**src/rtl/sc_input_feeder.sv**
```systemverilog
// sc_input_feeder: upstream feeder for the SODA_2d 3x3 stencil core.
//   Accepts a serial valid/ready stream of BW-bit words: first ST*ST kernel
//   weights, then ROW*COL pixels in row-major order. Pixels are packed into
//   ST-wide beats and strobed into the core, which has no backpressure, so
//   this block owns all frame sequencing and flow control.
// Ports:
//   clock        in   rising-edge clock
//   reset        in   synchronous, active-low reset
//   start        in   one-cycle frame start pulse (honoured only in IDLE)
//   s_valid      in   upstream element valid
//   s_data       in   upstream element (BW bits)
//   s_ready      out  element accepted when s_valid && s_ready
//   sc_in_ready  out  beat strobe to core io_in_ready
//   sc_in_matrix out  packed beat (ST*BW), column 0 of a group in the MSB slot
//   sc_in_weight out  packed kernel (ST*ST*BW), first weight in the MSB slot
//   busy         out  high while loading weights or streaming pixels
//   done         out  one-cycle pulse at frame end
module sc_input_feeder #(
    parameter int BW  = 32,
    parameter int ST  = 3,
    parameter int ROW = 8,
    parameter int COL = 9
) (
    input  logic                 clock,
    input  logic                 reset,
    input  logic                 start,
    input  logic                 s_valid,
    input  logic [BW-1:0]        s_data,
    output logic                 s_ready,
    output logic                 sc_in_ready,
    output logic [ST*BW-1:0]     sc_in_matrix,
    output logic [ST*ST*BW-1:0]  sc_in_weight,
    output logic                 busy,
    output logic                 done
);
    localparam int NB   = COL / ST;
    localparam int NW   = ST * ST;
    localparam int EW   = (ST > 1) ? $clog2(ST) : 1;
    localparam int BCW  = (NB > 1) ? $clog2(NB) : 1;
    localparam int RW   = (ROW > 1) ? $clog2(ROW) : 1;
    localparam int WW   = (NW > 1) ? $clog2(NW) : 1;
    localparam logic [EW-1:0]  ELEM_LAST = EW'(ST - 1);
    localparam logic [BCW-1:0] BEAT_LAST = BCW'(NB - 1);
    localparam logic [RW-1:0]  ROW_LAST  = RW'(ROW - 1);
    localparam logic [WW-1:0]  W_LAST    = WW'(NW - 1);

    typedef enum logic [1:0] {S_IDLE, S_LOAD_W, S_STREAM, S_DONE} state_t;

    state_t                r_state, w_next;
    logic [EW-1:0]         r_elem;
    logic [BCW-1:0]        r_beat_cnt;
    logic [RW-1:0]         r_row;
    logic [WW-1:0]         r_wcnt;
    logic [ST*BW-1:0]      r_pack;
    logic [ST*BW-1:0]      r_matrix;
    logic [ST*ST*BW-1:0]   r_weight;
    logic                  r_full;
    logic                  r_ready;
    logic                  r_drain;
    logic                  r_end;
    logic                  w_start;
    logic                  w_wgt;
    logic                  w_pix;
    logic                  w_beat_done;
    logic                  w_row_done;
    logic                  w_frame_end;

    assign sc_in_ready  = r_ready;
    assign sc_in_matrix = r_matrix;
    assign sc_in_weight = r_weight;

    assign w_start     = (r_state == S_IDLE) && start;
    assign w_wgt       = s_valid && s_ready && (r_state == S_LOAD_W);
    assign w_pix       = s_valid && s_ready && (r_state == S_STREAM);
    assign w_beat_done = w_pix && (r_elem == ELEM_LAST);
    assign w_row_done  = w_beat_done && (r_beat_cnt == BEAT_LAST);
    assign w_frame_end = w_row_done && (r_row == ROW_LAST);

    always_ff @(posedge clock) begin
        if (!reset)
            r_state <= S_IDLE;
        else
            r_state <= w_next;
    end

    // r_drain closes s_ready once the final pixel is in, while the last beat
    // is still travelling through the two-stage strobe pipeline.
    always_comb begin
        w_next  = r_state;
        s_ready = 1'b0;
        busy    = 1'b0;
        done    = 1'b0;
        case (r_state)
            S_IDLE:   w_next = start ? S_LOAD_W : S_IDLE;
            S_LOAD_W: begin
                s_ready = 1'b1;
                busy    = 1'b1;
                w_next  = (s_valid && r_wcnt == W_LAST) ? S_STREAM : S_LOAD_W;
            end
            S_STREAM: begin
                s_ready = !r_drain;
                busy    = 1'b1;
                w_next  = r_end ? S_DONE : S_STREAM;
            end
            S_DONE: begin
                done   = 1'b1;
                w_next = S_IDLE;
            end
            default:  w_next = S_IDLE;
        endcase
    end

    // A completed beat sits in r_pack for one cycle (r_full), then moves to
    // r_matrix together with the strobe. r_end marks that strobe as the
    // frame's last, which moves the FSM to DONE on the following edge.
    always_ff @(posedge clock) begin
        if (!reset) begin
            r_elem     <= '0;
            r_beat_cnt <= '0;
            r_row      <= '0;
            r_wcnt     <= '0;
            r_pack     <= '0;
            r_matrix   <= '0;
            r_weight   <= '0;
            r_full     <= 1'b0;
            r_ready    <= 1'b0;
            r_drain    <= 1'b0;
            r_end      <= 1'b0;
        end else begin
            if (w_start) begin
                r_elem     <= '0;
                r_beat_cnt <= '0;
                r_row      <= '0;
                r_wcnt     <= '0;
            end
            if (w_wgt)
                r_wcnt <= (r_wcnt == W_LAST) ? '0 : r_wcnt + 1'b1;
            for (int i = 0; i < NW; i++)
                if (w_wgt && r_wcnt == WW'(i))
                    r_weight[(NW-i)*BW-1 -: BW] <= s_data;
            if (w_pix) begin
                r_elem <= w_beat_done ? '0 : r_elem + 1'b1;
                if (w_beat_done)
                    r_beat_cnt <= w_row_done ? '0 : r_beat_cnt + 1'b1;
                if (w_row_done)
                    r_row <= w_frame_end ? '0 : r_row + 1'b1;
            end
            for (int i = 0; i < ST; i++)
                if (w_pix && r_elem == EW'(i))
                    r_pack[(ST-i)*BW-1 -: BW] <= s_data;
            r_drain  <= w_start ? 1'b0 : (r_drain | w_frame_end);
            r_full   <= w_beat_done;
            r_ready  <= r_full;
            r_matrix <= r_full ? r_pack : r_matrix;
            r_end    <= r_full & r_drain;
        end
    end
endmodule
```
**config.mk**
```make
export PLATFORM = sky130hd
export DESIGN_NAME = sc_input_feeder
export DESIGN_NICKNAME = d
export VERILOG_FILES = /design/src/rtl/sc_input_feeder.sv
export SDC_FILE = /design/constraint.sdc
export NUM_CORES = 1
export LEC_CHECK = 0
export BUFFER_PORTS_ARGS = -buffer_cell sky130_fd_sc_hd__clkbuf_2
export CAP_MARGIN = 10
export CORE_MARGIN = 5
export CORE_UTILIZATION = 54
export CTS_CLUSTER_DIAMETER = 60
export DETAILED_ROUTE_END_ITERATION = 10
export PLACE_DENSITY = 0.8
export SKIP_CTS_REPAIR_TIMING = 1
export SYNTH_ARGS = -nofsm -noshare
export SYNTH_HDL_FRONTEND = slang
export SYNTH_SLANG_ARGS = --single-unit
```
**constraint.sdc**
```tcl
create_clock -name clock -period 5 [get_ports clock]
set_input_delay 0.25 -clock clock [delete_from_list [all_inputs] [get_ports clock]]
set_output_delay 0.25 -clock clock [all_outputs]
set_load 0.03 [all_outputs]
```
### Word-level counts from Yosys, hierarchy flattened

Index checks and enable logic that the tools add are counted.

| cells by class | value |
|---|---|
| div/mod/pow operators | 0 |
| multipliers | 0 |
| shift operators | 0 |
| bitwise operators | 3 |
| eq/ne operators | 15 |
| order comparisons | 0 |
| reductions and logical operators | 27 |
| $add $sub $neg | 4 |
| muxes and demuxes | 21 |

Operators by type and width:

| operator | count |
|---|---|
| 1-bit logical AND | 19 |
| 4-bit by 3-bit equality test with 1-bit output (second input constant) | 4 |
| 2-bit 2-to-1 mux | 8 |
| 3-bit 2-to-1 mux | 4 |
| 4-bit 2-to-1 mux | 3 |
| 2-bit equality test (second input constant) | 4 |
| 4-bit by 2-bit equality test with 1-bit output (second input constant) | 2 |
| 2-bit one-hot mux with 4 select lines | 1 |
| 2-bit by 1-bit adder with 2-bit output (second input constant) | 2 |
| 4-bit by 1-bit adder with 4-bit output (second input constant) | 1 |
| 2-bit by 1-bit equality test with 1-bit output (second input constant) | 2 |
| 4-bit by 1-bit equality test with 1-bit output (second input constant) | 1 |
| 4-bit equality test (second input constant) | 1 |
| 2-bit logical NOT | 2 |
| 4-bit logical NOT | 1 |
| 1-bit 2-to-1 mux | 4 |
| 2-bit nonzero test | 2 |
| 2-bit OR reduction | 2 |
| 3-bit by 1-bit adder with 3-bit output (second input constant) | 1 |
| 3-bit equality test (second input constant) | 1 |
| 1-bit one-hot mux with 2 select lines | 1 |
| 1-bit AND | 1 |
| 1-bit logical NOT | 1 |
| 1-bit inverter | 1 |
| 1-bit bitwise OR | 1 |

| storage, ports and cells | value |
|---|---|
| ROM bits | 0 |
| register bits | 497 |
| output and inout bits | 388 |
| bits in writable memories | 0 |
| input bits | 36 |
| latch bits | 0 |
| memories | 0 |
| word-level logic and storage cells | 92 |

### Longest topological paths before layout

Gate-level depths: netlist of run 1.

| logic depth | value |
|---|---|
| word-level depth | 10 |
| mapped depth | 9 |
| gate-level depth less buffers | 5 |

### Worst setup path before layout of run 1

Ideal clock, no wire load.

| path | value |
|---|---|
| path kind | register to register |
| start | register r_state[0] |
| end | register r_pack[38] |
| data arrival time | 1,762 ps |
| path slack | 3,106 ps |
| setup time | 132 ps |
| path buffers | 2 |
| clock period less this slack | 1,894 ps |
| cell stages (with the launch flop) | 8 |
| path through | dfxtp_1 -> inv_1 -> ha_1 -> nand3_1 -> clkbuf_1 -> buf_2 -> o31ai_1 -> a21oi_1 |

| between the ends | value |
|---|---|
| word-level cells in the longest chain between the ends | 5 |

Ends and longest elaborated chain:

| element | line | RTL |
|---|---|---|
| from (decl) | 49 | `state_t r_state, w_next;` |
| from (signal assigned) | 83 | `r_state <= w_next;` |
| 2-bit equality test / 2-bit by 1-bit equality test with 1-bit output (equally long branches) | 74, 93 |  |
| 1-bit one-hot mux with 2 select lines | 93 | `case (r_state)` |
| 1-bit logical AND | 74 | `assign w_pix = s_valid && s_ready && (r_state == S_STREAM);` |
| 1-bit logical AND * | 74 |  |
| 1-bit logical AND * | 149 | `if (w_pix && r_elem == EW'(i))` |
| to (signal, indexed assignment) | 150 | `r_pack[(ST-i)*BW-1 -: BW] <= s_data;` |
| to (decl) | 54 | `logic [ST*BW-1:0] r_pack;` |

Mark *: on every way between the ends. The rest lies on a longest branch, timed or not.
A chain may end at the register's enable or synchronous reset.

==> flow_summary.ini, run 1 <==
[synthesis]
synth.net_count = 2280
syn_area_um2 = 19300
ys_seq_elements = 497
netlist-cell-type-count = 39
syn_avg_cell_area_um2 = 8.63
synth_edf_count = 0
synthArstFlopShare_pct = 0
syn_inst = 2233
ys_seq_area_share_pct = 51.6
yosys_warnings = 0
synthFlopType = dfxtp_1

[floorplanning]
die_w_um = 199
core-area_um2 = 35400
start_util_pct = 54.5
io_pins = 424
dieArea_um2 = 39600
dieHeight_um = 199
num_rows = 69

[timing]
hold_violations = 0
fmax_ghz = 0.325
tightest_slew_ps = 1250
slew_viol_final = 0
setup_violations = 0
grt_setup_unrepaired = false
worst_clock_skew_ps = 20.6
tns_ps = 0
hold_slack_ps = 59.8
period_minus_slack_ps = 3080
relSlewSlack_pct = 16.6
post-route-period-util_pct = 61.6

[clock_tree]
clk_latency_ps = 590
cts_htree_levels = 2
cts_buffer_depth = 3
root_buffer = clkbuf_16
cts_buffers = 51
cts_tree = done
cts.sinks = 497
clk_pin_slew_ps = 60

[setup_path]
cp-end-kind = register
arrival_ps = 3490
required_ps = 5410
critical_path_peak_fanout = 58
cp-start-kind = register
worstSetupPathType = register to register

[pwr]
power_density_nw_per_um2 = 356
total_leakage_power_nw = 8.20
vdd_drop_max_mv = 0.307

[min_path]
min_path_type = input port to register

[routing]
viasPerCell = 6.45
drt_first_iter_violations = 2571
wl_per_cell_um = 24.1
dr.pass1.iters = 8
routed_wl_um = 71000
vias = 18992
drcViolationCount = 0
drtAntennaViolNets = 0

[layout]
fin_nets = 2488
utilization_pct = 64.3
layout.cells.non_filler = 2943
final_design_area_no_fill_um2 = 22800
layout-drive-gt1-share_pct = 22.1
area_growth_syn_to_layout_pct = 18.1

[status]
outcome = completed

[grt]
antenna_found_initial = 2
grt_pass1_vias = 17340
grt_max_degree = 171
track_usage_pct = 33.7
gr-total-overflow = 0
grt_pass1_wl_um = 104000

[flow_run]
max_cap_viol_count = 0

[placed_design]
hpwlAfterDp_um = 40900
dpl.cell_count = 2846
gp_congestion = 0.841
dpl_cell_area_um2 = 21000
portBuffers = 423
## critical path, cell delays in order (launching register included)
cell and delay (ps):
dfxtp_1 330, inv_1 110, ha_1 510, nand3_2 980, buf_4 600, o21ai_0 220, a21oi_1 110
## cell usage after synthesis (9+ instances only)
library cell,number,area (um^2)
a21oi_1,392,1960
buf_1,10,37.5
buf_2,86,430
clkbuf_1,189,709
dfxtp_1,497,9950
ha_1,11,138
mux2i_1,98,981
nand2_1,9,33.8
nand3_1,298,1490
nand4_1,100,626
nor2_1,101,379
o21ai_0,288,1440
o31ai_1,96,721
## metal layers
metal / global-route usage, % / wire length (um) / up-vias
met1: 43.1 / 25700 / 9100
met4: 19.6 / 4770 / 0
li1: - / - / 8450
met2: 50.1 / 31400 / 1170
met3: 10.8 / 9030 / 272
met5: 0 / 0 / -
## cell families after synthesis
logic type | Yosys count | share of synthesized area [%]
simple gates | 539 | 14.2
flops | 497 | 51.6
fa+ha+maj | 11 | 0.714
mux | 98 | 5.09
buf+inv | 298 | 6.45
compound gates | 790 | 21.9
## stage by stage
| step | worst slack, ps | power (mW) |
|---|---|---|
| after floorplan | 3110 | 4.24 |
| after global placement | 2140 | 4.38 |
| after detailed placement | 1990 | 4.38 |
| after CTS | 1960 | 8.10 |
| after global routing | 1610 | 8.28 |
| final | 1920 | 8.09 |
## where the power goes
part           switching [mW]  internal [mW]  leakage (nW)  total [mW]
clock                    1.62           2.17         0.816        3.79
sequential            0.00863           3.97          4.00        3.98
combinational           0.278         0.0463          3.38       0.325
## layout by cell type, fill, tap and decap left out, types with 3 or more instances in the layout
master,instances
nand3_1,293
ha_1,11
clkinvlp_4,3
o31ai_1,96
nor2b_2,3
nand2b_1,5
mux2i_1,98
nor2_1,99
inv_1,7
clkbuf_16,51
a21oi_1,392
nand2_1,9
and3_2,3
nand4_1,100
clkbuf_1,12
a22oi_1,3
nand3_2,4
o21ai_0,288
clkbuf_8,12
and2_1,3
clkbuf_2,423
clkinv_2,9
buf_4,16
dfxtp_1,496
buf_12,4
## final cells by class
type                       instances  area [um^2]
fill                            2993        12600
clock buffer                      75         1490
inverter                           8         37.5
clock inverter                    18          178
multi-input combinational       1438         8180
antenna                            1         2.50
sequential                       497         9950
timing repair buffer             445         2340
tap                              461          577
## state kept, by name, indices dropped and copies added, names as in the netlist, 2 cells and up, named ones only
register	count
r_pack	96
r_row	3
r_elem	2
r_beat_cnt	2
sc_in_weight	288
r_wcnt	4
sc_in_matrix	96
## final timing paths
path | startpoint | endpoint | slack, ps | cells past startpoint
setup reg to reg | register | sc_in_weight[140] | 1920 | 6
hold / removal | reset | r_wcnt[2] | 60 | 3
hold reg to reg | r_pack[38] | r_pack[38] | 470 | 2
setup / recovery | register | sc_in_weight[140] | 1920 | 6
No activity file was read; power rests on OpenSTA's default activity.
==> run 2, diff against run 1 <==
clock period = 3.2 ns   (was 5 ns; I/O delays follow)
==> run 2 against run 1 <==
Die area is the same. Sequential share of layout area decreased by 0.54 points. Utilization is 0.80 points higher. Combinational power grew 63%. First-iteration DRC count is 5.4% lower. Highest routed layer is now met5. Clock skew is essentially flat. Non-clock buffer count up 20. Worst hold slack got worse by 46 ps.
==> flow_summary.ini, run 2 (synthesized netlist as in run 1, its figures left out) <==
[status]
outcome = completed

[layout]
layout-drive-gt1-share_pct = 22.8
final_cell_mix = dfxtp_1, clkbuf_2, a21oi_1
area_growth_syn_to_layout_pct = 19.5
fin_nets = 2507
largest_reg_flops = 288
layout_commonest_cell = dfxtp_1

[setup_path]
crit_slowest_cell = o311ai_0
cpLargestDelayFamily = compound AO/OA/AOI/OAI gates
cp-start-kind = register
arrival_ps = 2780
required_ps = 3630
critical_path_peak_fanout = 56
worstSetupPathType = register to register
cp-end-kind = register
max_stage_delay_ps = 450
crit_buf_inv = 2
path_cells = inv_1 -> ha_1 -> nand3_4 -> buf_4 -> o311ai_0 -> a21oi_1

[timing]
worst_clock_skew_ps = 20.7
relSlewSlack_pct = 44.2
hold_slack_ps = 14.3
slew_viol_final = 0
post-route-period-util_pct = 73.5
hold_violations = 0
fmax_ghz = 0.425
grt_setup_unrepaired = false
setup_slack_ps = 849
tightest_slew_ps = 835
tns_ps = 0
setup_violations = 0
period_minus_slack_ps = 2350

[routing]
dr.max_layer_used = met5
wl_per_cell_um = 24.5
wl_met2_um = 31800
vias = 19314
route.met3.wl_um = 9020
routed_wl_um = 72600
dr.pass1.iters = 7
wl_met1_um = 26400
drcViolationCount = 0
viasPerCell = 6.53
drt_first_iter_violations = 2433
drtAntennaViolNets = 0

[min_path]
min_path_type = input port to register

[pwr]
power_density_nw_per_um2 = 548
vdd_drop_max_mv = 0.435
total_leakage_power_nw = 8.35

[placed_design]
portBuffers = 423
place_ws_ps = 896
gp_congestion = 0.853
hpwlAfterDp_um = 43300

[clock_tree]
cts_buffer_depth = 3
clk_latency_ps = 590
cts_buffers = 50
cts.sinks = 497
root_buffer = clkbuf_16
cts_tree = done
cts_htree_levels = 2
clk_pin_slew_ps = 60

[floorplanning]
die_w_um = 199
num_rows = 69
io_pins = 424
dieHeight_um = 199
core-area_um2 = 35400
dieArea_um2 = 39600
start_util_pct = 54.5

[grt]
grt_max_degree = 129
grt_pass1_wl_um = 107000
grt_pass1_vias = 17834
antenna_found_initial = 2
gr-total-overflow = 0
track_usage_pct = 34.5

[flow_run]
max_cap_viol_count = 0
## run 2: stage by stage
stage | cell area (um^2) | cells | total power, mW | utilization (%)
2_1_floorplan | 19300 | 2233 | 6.63 | -
6_report | 23000 | 2960 | 12.6 | 65.1
5_1_grt | 23000 | 2958 | 12.9 | 65.1
3_5_place_dp | 21400 | 2868 | 6.87 | 60.4
3_3_place_gp | 21400 | 2868 | 6.86 | 60.4
4_1_cts | 23000 | 2957 | 12.6 | 65.1
## run 2: final timing paths
| path | startpoint | endpoint | slack, ps | depth (start not counted) |
|---|---|---|---|---|
| hold / removal | reset | r_wcnt[2] | 10 | 3 |
| setup / recovery | r_state[0] | r_beat_cnt[0] | 850 | 6 |
| hold reg to reg | r_pack[26] | r_pack[26] | 470 | 2 |
| setup reg to reg | r_state[0] | r_beat_cnt[0] | 850 | 6 |
## run 2: final cells by class
cell class	count	area, um^2
Fill cell	2890	12400
Sequential cell	497	9950
Multi-Input combinational cell	1438	8180
Timing Repair Buffer	465	2650
Clock buffer	71	1480
Tap cell	461	577
Clock inverter	18	159
Inverter	8	37.5
Antenna cell	2	5.00
## run 2: tightest hold or removal path, cell delays in order
cell      delay (ps)
clkbuf_2         210
nand2_1          130
a211oi_1          50
## run 2: where the power goes
group	total (mW)	internal, mW	switching, mW
clock	5.87	3.38	2.49
combinational	0.531	0.0840	0.447
sequential	6.22	6.21	0.0140
## run 2: per-layer routing
metal,up-vias,GRT usage [%]
met1,9169,44.6
met4,2,23.2
met5,-,0
met3,338,9.89
li1,8488,-
met2,1317,50.3
